`src/rtl/avmm_param_regs_pkg.sv`:
```
// Shared types and constants for the Avalon-MM parameter register bank.
// Slot indices are word indices (byte address >> 2).
package avmm_param_regs_pkg;

  typedef enum logic [1:0] {
    ST_IDLE    = 2'd0,
    ST_PENDING = 2'd1,
    ST_START   = 2'd2
  } state_e;

  localparam int REG_CTRL   = 0;
  localparam int REG_STATUS = 1;
  localparam int REG_PARAM0 = 2;

  localparam int CTRL_COMMIT_BIT   = 0;
  localparam int CTRL_CLR_DONE_BIT = 1;

  localparam int STAT_ACTIVE_BIT = 0;
  localparam int STAT_BUSY_BIT   = 1;
  localparam int STAT_DONE_BIT   = 2;
  localparam int STAT_CNT_LSB    = 16;
  localparam int STAT_CNT_W      = 8;

endpackage

```
`src/rtl/avmm_param_regs_if.sv`:
```
// Avalon-MM slave-side bus bundle between the SPI bridge and the register bank.
interface avmm_param_regs_if #(
  parameter int ADDR_WIDTH = 16,
  parameter int DATA_WIDTH = 32
);
  logic [ADDR_WIDTH-1:0] mem_address;
  logic                  mem_read;
  logic                  mem_write;
  logic [DATA_WIDTH-1:0] mem_writedata;
  logic [DATA_WIDTH-1:0] mem_readdata;
  logic                  mem_readdatavalid;
  logic                  mem_waitrequest;

  modport master (
    output mem_address, mem_read, mem_write, mem_writedata,
    input  mem_readdata, mem_readdatavalid, mem_waitrequest
  );

  modport slave (
    input  mem_address, mem_read, mem_write, mem_writedata,
    output mem_readdata, mem_readdatavalid, mem_waitrequest
  );
endinterface

```
`src/rtl/avmm_param_regs_rdpipe.sv`:
```
// Fixed-latency read-return delay line carrying {valid, data}.
// Data is zeroed on non-valid stages so readdata idles at 0.
module avmm_param_regs_rdpipe #(
  parameter int READ_LATENCY = 2,
  parameter int DATA_WIDTH   = 32
) (
  input  logic                  sys_clk,
  input  logic                  sys_rstn,
  input  logic                  in_valid,
  input  logic [DATA_WIDTH-1:0] in_data,
  output logic                  out_valid,
  output logic [DATA_WIDTH-1:0] out_data
);

  logic [READ_LATENCY-1:0]                 valid_q;
  logic [READ_LATENCY-1:0][DATA_WIDTH-1:0] data_q;

  always_ff @(posedge sys_clk or negedge sys_rstn) begin
    if (!sys_rstn) begin
      valid_q <= '0;
      data_q  <= '0;
    end else begin
      valid_q[0] <= in_valid;
      data_q[0]  <= in_valid ? in_data : '0;
      for (int i = 1; i < READ_LATENCY; i++) begin
        valid_q[i] <= valid_q[i-1];
        data_q[i]  <= data_q[i-1];
      end
    end
  end

  assign out_valid = valid_q[READ_LATENCY-1];
  assign out_data  = data_q[READ_LATENCY-1];

endmodule

```
`src/rtl/avmm_param_regs.sv`:
```
// Shadow/active parameter register bank with atomic commit to the render core.
//
//   state      | meaning
//   ST_IDLE    | no commit in flight; commit writes accepted
//   ST_PENDING | commit requested; waiting for core_busy low, copy on exit
//   ST_START   | core_start high this cycle; commit counter bumps on exit
module avmm_param_regs
  import avmm_param_regs_pkg::*;
#(
  parameter int ADDR_WIDTH   = 16,
  parameter int DATA_WIDTH   = 32,
  parameter int NUM_REGS     = 16,
  parameter int READ_LATENCY = 2
) (
  input  logic                               sys_clk,
  input  logic                               sys_rstn,
  avmm_param_regs_if.slave                   avmm,
  input  logic                               core_busy,
  input  logic                               core_done,
  output logic                               core_start,
  output logic [(NUM_REGS-2)*DATA_WIDTH-1:0] param_active
);

  localparam int WORD_W = ADDR_WIDTH - 2;

  state_e                                          state_q;
  logic [STAT_CNT_W-1:0]                           commit_cnt_q;
  logic                                            done_q;
  logic [NUM_REGS-1:REG_PARAM0][DATA_WIDTH-1:0]    shadow_q;
  logic [NUM_REGS-1:REG_PARAM0][DATA_WIDTH-1:0]    active_q;

  logic [WORD_W-1:0]     word_idx;
  logic                  is_ctrl;
  logic                  wr_acc;
  logic                  rd_acc;
  logic                  commit_req;
  logic                  clr_done;
  logic [DATA_WIDTH-1:0] status_word;
  logic [DATA_WIDTH-1:0] rd_data;
  logic                  unused_addr_lsbs;

  assign word_idx         = avmm.mem_address[ADDR_WIDTH-1:2];
  assign unused_addr_lsbs = ^avmm.mem_address[1:0];
  assign is_ctrl          = (word_idx == WORD_W'(REG_CTRL));

  // Only a second commit can stall; it is held until the FSM is back in IDLE.
  assign avmm.mem_waitrequest = avmm.mem_write && is_ctrl &&
                                avmm.mem_writedata[CTRL_COMMIT_BIT] &&
                                (state_q != ST_IDLE);

  assign wr_acc     = avmm.mem_write && !avmm.mem_waitrequest;
  assign rd_acc     = avmm.mem_read && !avmm.mem_write && !avmm.mem_waitrequest;
  assign commit_req = wr_acc && is_ctrl && avmm.mem_writedata[CTRL_COMMIT_BIT];
  assign clr_done   = wr_acc && is_ctrl && avmm.mem_writedata[CTRL_CLR_DONE_BIT];

  always_comb begin
    status_word                                  = '0;
    status_word[STAT_ACTIVE_BIT]                 = (state_q != ST_IDLE);
    status_word[STAT_BUSY_BIT]                   = core_busy;
    status_word[STAT_DONE_BIT]                   = done_q;
    status_word[STAT_CNT_LSB +: STAT_CNT_W]      = commit_cnt_q;
  end

  // CTRL and out-of-range slots fall through to zero.
  always_comb begin
    rd_data = '0;
    if (word_idx == WORD_W'(REG_STATUS)) begin
      rd_data = status_word;
    end
    for (int i = REG_PARAM0; i < NUM_REGS; i++) begin
      if (word_idx == WORD_W'(i)) begin
        rd_data = shadow_q[i];
      end
    end
  end

  always_ff @(posedge sys_clk or negedge sys_rstn) begin
    if (!sys_rstn) begin
      shadow_q <= '0;
    end else begin
      for (int i = REG_PARAM0; i < NUM_REGS; i++) begin
        if (wr_acc && (word_idx == WORD_W'(i))) begin
          shadow_q[i] <= avmm.mem_writedata;
        end
      end
    end
  end

  // A done pulse wins over a simultaneous clear.
  always_ff @(posedge sys_clk or negedge sys_rstn) begin
    if (!sys_rstn) begin
      done_q <= 1'b0;
    end else if (core_done) begin
      done_q <= 1'b1;
    end else if (clr_done) begin
      done_q <= 1'b0;
    end
  end

  always_ff @(posedge sys_clk or negedge sys_rstn) begin
    if (!sys_rstn) begin
      state_q      <= ST_IDLE;
      core_start   <= 1'b0;
      commit_cnt_q <= '0;
      active_q     <= '0;
    end else begin
      core_start <= 1'b0;
      case (state_q)
        ST_IDLE: begin
          if (commit_req) begin
            state_q <= ST_PENDING;
          end
        end
        ST_PENDING: begin
          if (!core_busy) begin
            active_q   <= shadow_q;
            core_start <= 1'b1;
            state_q    <= ST_START;
          end
        end
        ST_START: begin
          commit_cnt_q <= commit_cnt_q + 1'b1;
          state_q      <= ST_IDLE;
        end
        default: begin
          state_q <= ST_IDLE;
        end
      endcase
    end
  end

  assign param_active = active_q;

  avmm_param_regs_rdpipe #(
    .READ_LATENCY (READ_LATENCY),
    .DATA_WIDTH   (DATA_WIDTH)
  ) u_rdpipe (
    .sys_clk   (sys_clk),
    .sys_rstn  (sys_rstn),
    .in_valid  (rd_acc),
    .in_data   (rd_data),
    .out_valid (avmm.mem_readdatavalid),
    .out_data  (avmm.mem_readdata)
  );

endmodule
```
`src/flat_wrapper.sv`:
```
// flat-port wrapper written by rule: the top's interface ports become plain ports
module avmm_param_regs_flat import avmm_param_regs_pkg::*;
#(
  parameter int ADDR_WIDTH   = 16,
  parameter int DATA_WIDTH   = 32,
  parameter int NUM_REGS     = 16,
  parameter int READ_LATENCY = 2
)
  (sys_clk, sys_rstn, core_busy, core_done, core_start, param_active, avmm_mem_address, avmm_mem_read, avmm_mem_write, avmm_mem_writedata, avmm_mem_readdata, avmm_mem_readdatavalid, avmm_mem_waitrequest);
  avmm_param_regs_if #(.ADDR_WIDTH(ADDR_WIDTH), .DATA_WIDTH(DATA_WIDTH)) avmm_i ();
  input  logic sys_clk;
  input  logic sys_rstn;
  input  logic core_busy;
  input  logic core_done;
  output logic core_start;
  output logic [(NUM_REGS-2)*DATA_WIDTH-1:0] param_active;
  input wire logic [$bits(avmm_i.mem_address)-1:0] avmm_mem_address;
  input wire logic [$bits(avmm_i.mem_read)-1:0] avmm_mem_read;
  input wire logic [$bits(avmm_i.mem_write)-1:0] avmm_mem_write;
  input wire logic [$bits(avmm_i.mem_writedata)-1:0] avmm_mem_writedata;
  output wire logic [$bits(avmm_i.mem_readdata)-1:0] avmm_mem_readdata;
  output wire logic [$bits(avmm_i.mem_readdatavalid)-1:0] avmm_mem_readdatavalid;
  output wire logic [$bits(avmm_i.mem_waitrequest)-1:0] avmm_mem_waitrequest;
  assign avmm_i.mem_address = avmm_mem_address;
  assign avmm_i.mem_read = avmm_mem_read;
  assign avmm_i.mem_write = avmm_mem_write;
  assign avmm_i.mem_writedata = avmm_mem_writedata;
  assign avmm_mem_readdata = avmm_i.mem_readdata;
  assign avmm_mem_readdatavalid = avmm_i.mem_readdatavalid;
  assign avmm_mem_waitrequest = avmm_i.mem_waitrequest;
  avmm_param_regs #(.ADDR_WIDTH(ADDR_WIDTH), .DATA_WIDTH(DATA_WIDTH), .NUM_REGS(NUM_REGS), .READ_LATENCY(READ_LATENCY)) u_core (.sys_clk(sys_clk), .sys_rstn(sys_rstn), .avmm(avmm_i), .core_busy(core_busy), .core_done(core_done), .core_start(core_start), .param_active(param_active));
endmodule
```
`config.mk`:
```
export PLATFORM = sky130hd
export DESIGN_NAME = avmm_param_regs_flat
export DESIGN_NICKNAME = d
export VERILOG_FILES = /design/src/rtl/avmm_param_regs_pkg.sv /design/src/rtl/avmm_param_regs_if.sv /design/src/rtl/avmm_param_regs_rdpipe.sv /design/src/rtl/avmm_param_regs.sv /design/src/flat_wrapper.sv
export SDC_FILE = /design/constraint.sdc
export NUM_CORES = 1
export LEC_CHECK = 0
export CELL_PAD_IN_SITES_DETAIL_PLACEMENT = 1
export CELL_PAD_IN_SITES_GLOBAL_PLACEMENT = 1
export CORE_ASPECT_RATIO = 0.75
export CORE_MARGIN = 2
export CORE_UTILIZATION = 46
export DETAILED_ROUTE_END_ITERATION = 12
export GPL_TIMING_DRIVEN = 0
export PLACE_DENSITY_LB_ADDON = 0.1
export REMOVE_ABC_BUFFERS = 1
export SKIP_CTS_REPAIR_TIMING = 1
export SLEW_MARGIN = 5
export SYNTH_ARGS = -nofsm -noshare
export SYNTH_HDL_FRONTEND = slang
export SYNTH_SLANG_ARGS = --single-unit
```
`constraint.sdc`:
```
create_clock -name sys_clk -period 2.82 [get_ports sys_clk]
set_input_delay 0.564 -clock sys_clk [delete_from_list [all_inputs] [get_ports sys_clk]]
set_output_delay 0.564 -clock sys_clk [all_outputs]
set_load 0.01 [all_outputs]
```
Word level (Yosys, flattened, before mapping)
Index checks and enable logic that the tools add are counted.
{ "classes": {"add_sub_neg": 1, "eq_ne": 19, "n_mux": 23, "bitwise": 1, "reduce_logical": 31} }
{ "op_table": {"columns": ["operator", "count"], "rows": [
  ["two-way mux 32 bit", 15],
  ["equality test 14 x 4 -> 1 bit, second input constant", 8],
  ["equality test 14 x 3 -> 1 bit, second input constant", 4],
  ["equality test 14 x 2 -> 1 bit, second input constant", 2],
  ["two-way mux 24 bit", 1],
  ["logical AND 1 bit", 23],
  ["equality test 14 x 1 -> 1 bit, second input constant", 1],
  ["zero test 14 bit", 1],
  ["adder 8 x 1 -> 8 bit, second input constant", 1],
  ["two-way mux 1 bit", 4],
  ["two-way mux 2 bit", 2],
  ["case mux 2 bit (2 select lines)", 1],
  ["AND reduction 2 bit", 2],
  ["nonzero test 2 bit", 2],
  ["equality test 2 x 1 -> 1 bit, second input constant", 1],
  ["equality test 2 bit, second input constant", 1],
  ["zero test 1 bit", 2],
  ["zero test 2 bit", 1],
  ["!= test 2 x 1 -> 1 bit, second input constant", 1],
  ["!= test 2 bit, second input constant", 1],
  ["inverter 1 bit", 1]
]} }
{ "totals": {"ff_bits": 974, "inputBits": 54, "output_inout_bits": 483, "word_cells": 110} }

Logic depth before layout (Yosys ltp)
Gate-level depths: netlist (run 1).
{ "depth": {"ltp_word": 17, "depth_mapped": 10} }

Modules after synthesis
From an unflattened synthesis (run 1), not the netlist that was laid out.
{ "unflattened": {"hier_cells": 2786, "hier_area_um2": 40064.7} }
{ "modules_own_cells": {"columns": ["mod", "instances", "cells_per_inst", "area_per_inst_um2", "seq_area_each_um2"], "rows": [
  ["avmm_param_regs", 1, 2653, 37917.6, 22721.8],
  ["avmm_param_regs_rdpipe", 1, 133, 2147.1, 1651.6]
]} }

Worst setup path before layout (run 1)
OpenSTA, ideal clock, no wires.
{ "synth_timing": {"path_kind": "input to register", "from": "input avmm_mem_address[11]", "to": "register u_core.shadow_q[235] (netlist name)", "setup_ns": 0.125, "t_arrival_ns": 2.474, "t_required_ns": 2.695, "setup_slack_ns": 0.222, "stages": 7, "path_buffers": 2, "cell_sequence": "nor4_4 nand3_2 o41a_1 buf_4 nand3_2 buf_4 mux2_2"} }
{ "synth_via": {"elab_chain_cells": 7, "word_cells_on_any_way": 8, "classes_between": "1 x eq/ne; 7 x reduce/logical"} }
{ "synth_rtl": {"columns": ["element", "line_no", "rtl"], "rows": [
  ["from (decl)", "flat_wrapper.sv:17", "input wire logic [$bits(avmm_i.mem_address)-1:0] avmm_mem_address;"],
  ["zero test 14 bit", "avmm_param_regs.sv:44", "assign is_ctrl = (word_idx == WORD_W'(REG_CTRL));"],
  ["logical AND 1 bit (2 in a row)", "avmm_param_regs.sv:47", "assign avmm.mem_waitrequest = avmm.mem_write && is_ctrl &&"],
  ["logical AND 1 bit", "avmm_param_regs.sv:48", "avmm.mem_writedata[CTRL_COMMIT_BIT] &&"],
  ["zero test 1 bit", "avmm_param_regs.sv:51", "assign wr_acc = avmm.mem_write && !avmm.mem_waitrequest;"],
  ["logical AND 1 bit", "avmm_param_regs.sv:51", null],
  ["logical AND 1 bit (*)", "avmm_param_regs.sv:82", "if (wr_acc && (word_idx == WORD_W'(i))) begin"],
  ["to (signal, indexed assignment)", "avmm_param_regs.sv:83", "shadow_q[i] <= avmm.mem_writedata;"],
  ["to (decl)", "avmm_param_regs.sv:29", "logic [NUM_REGS-1:REG_PARAM0][DATA_WIDTH-1:0] shadow_q;"]
]} }
Every way passes the cells marked *; elsewhere a longest branch is shown, timed or not.
A chain may end at the register's enable or synchronous reset.

Final worst setup path (run 1)
{ "layout_timing": {"from": "input avmm_mem_address[8]", "to": "output avmm_mem_waitrequest"} }
{ "layout_via": {"elab_chain_cells": 4} }
{ "layout_rtl": {"columns": ["element", "line_no", "rtl"], "rows": [
  ["zero test 14 bit", "avmm_param_regs.sv:44", null],
  ["logical AND 1 bit (2 in a row)", "avmm_param_regs.sv:47", null],
  ["logical AND 1 bit", "avmm_param_regs.sv:48", null],
  ["to (decl)", "flat_wrapper.sv:23", "output wire logic [$bits(avmm_i.mem_waitrequest)-1:0] avmm_mem_waitrequest;"]
]} }
Every way passes these cells.

==> summary.md, run 1 <==
| Metric | Value |
|---|---|
| Final non-filler cell total | ~4700 |
| Worst Path Arrival | around 2300 ps |
| Worst hold path class | in -> async |
| Total Routing Usage GR | 33.4% |
| Most frequent cells in the layout | dfrtp_1 (973), mux2_2 (783), clkdlybuf4s50_1 (519), mux2_1 (139), a21oi_1 (112) |
| Pin count of the biggest net entering global routing | 120 |
| Worst hold margin | -62.5 ps |
| CP Cell Sequence | clkbuf_2 > or4_4 > buf_12 > nor3_4 > nand4_1 > nor2_1 > buf_2 |
| Max IR drop VDD | 0.000458 V |
| Remaining DRCs | 0 |
| Number of I/O pins | between 500 and 600 |
| CTS clock-pin slew for the worst setup and hold paths | 60 ps |
| CP Class | in -> out |
| Slew HR | roughly 36% |
| Final core utilization | 59.8% |
| Nets | approximately 3500 |
| DIE WIDTH | around 350 um |
| CTS H-tree depth | 3 |
| DR vias | ~29000 |
| P_leak | 25.0 nW |
| Filler cells | approximately 8000 |
| Synth Register Bits | between 900 and 1000 |
| Crit path max-delay family | simple AND/OR/NAND/NOR gates |
| Number of global-route vias before repair | between 30000 and 40000 |
| DRT antenna net count | 0 |
| Final WS setup | -61.2 ps |
| Overflow after GRT | 0 |
| Critical-path top delay cell | or4_4 |
| Cell Rows | 94 |
| Synth cell types | 75 |
| RSZ-0062 raised after global routing | true |
| Main flop type after synthesis | dfrtp_1 |
| PwrDens | 545 nW/um^2 |
| Max Root-Sink Buffers | 3 |
| Core ar. | approximately 88000 um^2 |
| Tcrit/Tclk final | 102% |
| Port-buffer cells | approximately 530 |
| Routed WL | 154000 um |
| Post-synth ARST share | between 90% and 100% |
| Slew Limit Fails | 0 |
| Share of final-layout standard cells stronger than drive strength 1 | between 30% and 40% |
| Yosys top cell by area | dfrtp_1 |
| Comb pwr share | 3.8% |
| Maximum net fanout on the critical path | 6 |
| Gate Count Post-Synth | a little under 3000 |
| Actual transition at the worst max-transition pin | around 950 ps |
| First-pass GRT wire length | approximately 220000 um |
| Sequential share of power | around half |
| Number of synthesized flops with an enable pin | 0 |
| Average instance area after synthesis | about 14 um^2 |
| Final HPWL DP | between 100000 and 150000 um |
| Num CTS Buffers | just under 100 |
| Internal power | 22.1 mW |
| Iteration-0 DRC Markers | about 2300 |
| Net Sw Power | between 6 and 7 mW |
| Post-Syn Area | a little over 40000 um^2 |
| Area delta synth->final | 29.0% |
| Routability-driven placement congestion ratio | 0.793 |
| Most common cell after layout, fill and taps aside | dfrtp_1 |
| Clock tree from TritonCTS | yes |
| Clock tree sinks | between 900 and 1000 |
| Slowest stage delay, CP | between 500 and 600 ps |
| Chip height | ~260 um |
| Worst Clk Skew | 22.3 ps |
| CP startpoint kind | primary input |
| Power Total | between 20 and 30 mW |
| Clock network fraction of total power | around 47% |
| Leading post-synthesis cells by cell area | dfrtp_1 (60%), mux2_2 (22%), mux2_1 (3.9%), clkbuf_1 (1.4%), a21oi_1 (1.4%) |
| F_max | between 0.3 and 0.4 GHz |
| Initial core utilization | between 40% and 50% |
| Critical path buffer and inverter count | 3 |
| CP required | around 2300 ps |
| Final Critical Period | between 2000 and 3000 ps |
| Synth top area share | 60.0% |
| Total die area | 90700 um^2 |
| Status | finished with violations |
| Violated checks | hold timing, setup timing |
| Placed Instances | about 4400 |
| Wirelength per Cell | about 33 um |
| Flop-to-flop setup slack | around 90 ps |
| Clk_lat worst skew | slightly below 700 ps |
| Fin. Hold Viols | 32 |
| Max-cap viol count | 0 |
| DR vias/cell | 6.08 |
| Critical path endpoint category | output pin |
| DR pass1 iterations | 7 |
| YS warnings | 0 |
| Seq/Total Area, Yosys | around 60% |
| Sw frac | 22.6% |
| Initial antenna violation count | 8 |
| Clock root cell | clkbuf_16 |
| Final setup fails | 13 |
## cell families after synthesis
family | count (synthesis) | share of synthesized area [%]
AO/OA/AOI/OAI | 471 | 7.46
XOR/XNOR | 7 | 0.151
adder cells (fa/ha/maj) | 1 | 0.0308
AND/OR/NAND/NOR | 245 | 3.19
multiplexers | 940 | 26.0
buffers and inverters | 261 | 3.09
flip-flops | 974 | 60.0
## metrics by stage
step | setup WS [ps] | TNS [ps] | cell area, um^2
global route | -98.0 | -332 | 52400
global placement | -53700 | - | 46100
floorplan | -33380 | - | 39400
detailed placement | -2500 | -1141200 | 48200
CTS | -1800 | -660480 | 51400
finish | -61.2 | -459 | 52400
## layer usage
metal / global-route usage [%] / up-vias / wire length, um
met3: 7.22 / 282 / 11500
met1: 44.2 / 15368 / 63400
met2: 54.8 / 1178 / 74500
li1: - / 11697 / -
met4: 11.5 / 6 / 5030
met5: 0 / - / 39
## cell type report
cell class                 instances  area (um^2)  area share (%)
clock inverter                    30          375           0.717
timing repair buffer             716         7800            14.9
multi-input combinational       1666        15500            29.5
inverter                           4         15.0          0.0287
antenna                            1         2.50         0.00478
clock buffer                     146         2910            5.56
sequential                       974        24400            46.5
tap                             1152         1440            2.75
## power by group through the flow
stage | clock, mW | sequential, mW | combinational [mW]
final | 13.5 | 14.0 | 1.07
after floorplan | 0 | 14.2 | 0.185
after global placement | 0 | 14.3 | 0.834
after detailed placement | 0 | 14.2 | 1.02
after global routing | 14.2 | 14.0 | 1.14
after CTS | 13.6 | 14.0 | 1.02
## final timing paths
path | start | to | depth (start not counted)
max | avmm_mem_address[8] | avmm_mem_waitrequest | 7
min | sys_rstn | u_core.param_active[187]$_DFFE_PN0P_ | 2
max reg2reg | u_core.state_q[1]$_DFFE_PN0P_ | u_core.param_active[345]$_DFFE_PN0P_ | 10
min reg2reg | u_core.u_rdpipe.data_q[26]$_DFF_PN0_ | u_core.u_rdpipe.out_data[26]$_DFF_PN0_ | 0
max in group asynchronous | sys_rstn | u_core.param_active[295]$_DFFE_PN0P_ | 5
min in group sys_clk | u_core.u_rdpipe.data_q[26]$_DFF_PN0_ | u_core.u_rdpipe.out_data[26]$_DFF_PN0_ | 0
## state kept, by name, summed over array words and instances, names as in the netlist
name                      count
u_core.core_start             1
u_core.u_rdpipe.valid_q       2
u_core.done_q                 1
u_core.param_active         448
u_core.u_rdpipe.out_data     32
u_core.commit_cnt_q           8
u_core.state_q                2
u_core.shadow_q             448
u_core.u_rdpipe.data_q       32
## synthesized netlist by cell type (10+ instances only)
master    count
buf_4        63
a22o_1       12
nand2b_1     10
a22oi_1      44
nor2b_1      10
nor2_1       54
clkbuf_1    151
nand2_1      58
a21oi_1     112
a211oi_1     12
o21a_1       11
mux2i_1      17
nand3_1      36
nor3_1       23
o21ai_0     111
mux2_1      139
o211ai_1     15
dfrtp_1     974
buf_2        32
o22ai_1      53
buf_1        11
mux2_2      783
Note: power is estimated with default switching activity, not from simulation.
==> run 2, diff against run 1 <==
- CELL_PAD_IN_SITES_DETAIL_PLACEMENT: 1 -> 0
- CELL_PAD_IN_SITES_GLOBAL_PLACEMENT: 1 -> 2
- CORE_UTILIZATION: 46 -> 39
- REMOVE_ABC_BUFFERS: 1 -> unset
==> summary.md, run 2 (synthesized netlist as in run 1, its figures left out) <==
| Metric | Value |
|---|---|
| Design Area, Final | 52300 um^2 |
| CTS clock-pin slew for the worst setup and hold paths | ~60 ps |
| Register Area | roughly 24000 um^2 |
| Final setup fails | 70 |
| Most frequent cells in the layout | dfrtp_1 (974), mux2_2 (783), clkdlybuf4s50_1 (523), mux2_1 (139), a21oi_1 (111) |
| Register-to-Register Path Depth | 5 |
| F_max | 0.332 GHz |
| DR vias | 29359 |
| Worst R2R End | u_core.param_active[218]$_DFFE_PN0P_ |
| Crit path max-delay family | compound AO/OA/AOI/OAI gates |
| CP required | about 3400 ps |
| Most common cell after layout, fill and taps aside | dfrtp_1 |
| Status | finished with violations |
| Initial core utilization | between 30% and 40% |
| Cell Rows | slightly above 100 |
| DRT antenna net count | 0 |
| Final WS setup | -197 ps |
| Overflow after GRT | 0 |
| Syn Nets | between 2000 and 3000 |
| DR vias/cell | 5.86 |
| Worst Path Arrival | about 3600 ps |
| Hold_sp | u_core.u_rdpipe.data_q[9]$_DFF_PN0_ |
| Clock tree sinks | about 970 |
| Actual transition at the worst max-transition pin | around 1200 ps |
| Flop-to-flop setup slack | about 60 ps |
| Max-cap viol count | 0 |
| Max IR drop VDD | about 0.00039 V |
| Critical-path top delay cell | clkbuf_1 |
| CP Cell Sequence | clkdlybuf4s50_1 > nor2_4 > nand2_1 > clkbuf_1 > o31ai_1 > o211ai_1 > a21oi_1 |
| Number of global-route vias before repair | 30370 |
| P_leak | 25.0 nW |
| Worst hold path class | reg -> reg |
| Clock tree from TritonCTS | yes |
| Core ar. | approximately 100000 um^2 |
| Routed WL | between 150000 and 200000 um |
| Comb pwr share | about 4% |
| Placed Area | 47800 um^2 |
| Final Critical Period | 3020 ps |
| Remaining DRCs | 0 |
| Violated checks | setup timing |
| Placed Instances | ~4800 |
| Multi-input gate area | roughly 15000 um^2 |
| Max Root-Sink Buffers | 3 |
| CP startpoint kind | primary input |
| Slew Limit Fails | 0 |
| Tcrit/Tclk final | 107% |
| Chip height | 283 um |
| Final non-filler cell total | between 5000 and 6000 |
| Pin count of the biggest net entering global routing | 159 |
| Area delta synth->final | 28.8% |
| Critical path endpoint category | register |
| Number of I/O pins | 537 |
| PwrDens | 557 nW/um^2 |
| CTS H-tree depth | 3 |
| Sequential share of power | between 40% and 50% |
| Fin. Hold Viols | 0 |
| Iteration-0 DRC Markers | 3257 |
| Maximum net fanout on the critical path | 10 |
| Hold Path End | u_core.u_rdpipe.out_data[9]$_DFF_PN0_ |
| Num CTS Buffers | 100 |
| Net Sw Power | 6.76 mW |
| DR pass1 iterations | 6 |
| DIE WIDTH | between 300 and 400 um |
| Final HPWL DP | roughly 130000 um |
| Crit path from | avmm_mem_address[15] |
| CP Class | in -> reg |
| Clock network fraction of total power | 48.0% |
| Wirelength per Cell | roughly 35 um |
| RSZ-0062 raised after global routing | true |
| Min-Delay Path Depth | 0 |
| Nets | around 3600 |
| Routability-driven placement congestion ratio | about 0.94 |
| Total die area | roughly 110000 um^2 |
| Share of final-layout standard cells stronger than drive strength 1 | 34.9% |
| Clk_lat worst skew | about 700 ps |
| Initial antenna violation count | 13 |
| Reg2Reg Launch Point | u_core.state_q[1]$_DFFE_PN0P_ |
| Internal power | about 22 mW |
| Sw frac | approximately 23% |
| First-pass GRT wire length | roughly 240000 um |
| Final TNS setup | -2310 ps |
| Slowest stage delay, CP | ~570 ps |
| Worst Clk Skew | around 16 ps |
| Clock root cell | clkbuf_16 |
| Final core utilization | between 50% and 60% |
| Worst hold margin | around 350 ps |
| Filler cells | roughly 9000 |
| Slew HR | 20.7% |
| Critical path depth in cells | 7 |
| Total Routing Usage GR | between 30% and 40% |
| Critical path buffer and inverter count | 2 |
| Port-buffer cells | between 500 and 600 |
[run 2: how the worst max path moves through the flow]
| stage | to | slack [ps] |
|---|---|---|
| floorplan | u_core.shadow_q[235]$_DFFE_PN0P_ | 220 |
| global placement | u_core.param_active[339]$_DFFE_PN0P_ | -42150 |
| detailed placement | u_core.u_rdpipe.data_q[14]$_DFF_PN0_ | -2290 |
| CTS | avmm_mem_waitrequest | -1970 |
| global route | avmm_mem_waitrequest | -90 |
| finish | u_core.u_rdpipe.data_q[3]$_DFF_PN0_ | -200 |
[run 2: power by group through the flow]
stage	clock network (mW)	logic [mW]	registers (mW)
finish	14.0	1.17	14.0
global route	14.8	1.22	14.0
CTS	14.2	1.09	14.0
detailed placement	0	1.09	14.3
global placement	0	0.968	14.3
floorplan	0	0.289	14.2
[run 2: worst reg2reg max path, cell delays in order, from the launching register on]
cell	delay (ps)
dfrtp_1	430
nor3b_1	210
clkbuf_2	450
clkbuf_1	450
clkbuf_1	690
mux2_2	420
[run 2: cell type report]
class                   count  area share, %
inverters                   4         0.0359
clock buffers             129           5.34
multi-input cells        1664           29.3
clock inverters            50           1.16
well taps                1352           3.24
repair buffers            581           11.3
flip-flops and latches    974           46.6
plain buffers             250           2.96
diodes                      6         0.0287
[run 2: per-layer routing]
metal,GRT usage (%),vias to the layer above,part of all wire [%],wire length (um)
li1,-,11943,-,-
met1,44.4,15563,41,72600
met2,49.8,1524,45,79400
met3,9.32,321,10,17600
met4,11.1,8,3.8,6640
met5,0,-,0.056,99
[run 2: stage by stage]
step                total power [mW]  setup WS (ps)
global route                    30.0          -94.1
detailed placement              15.3          -2290
floorplan                       14.5            222
global placement                15.3         -42150
finish                          29.1           -197
CTS                             29.3          -1970
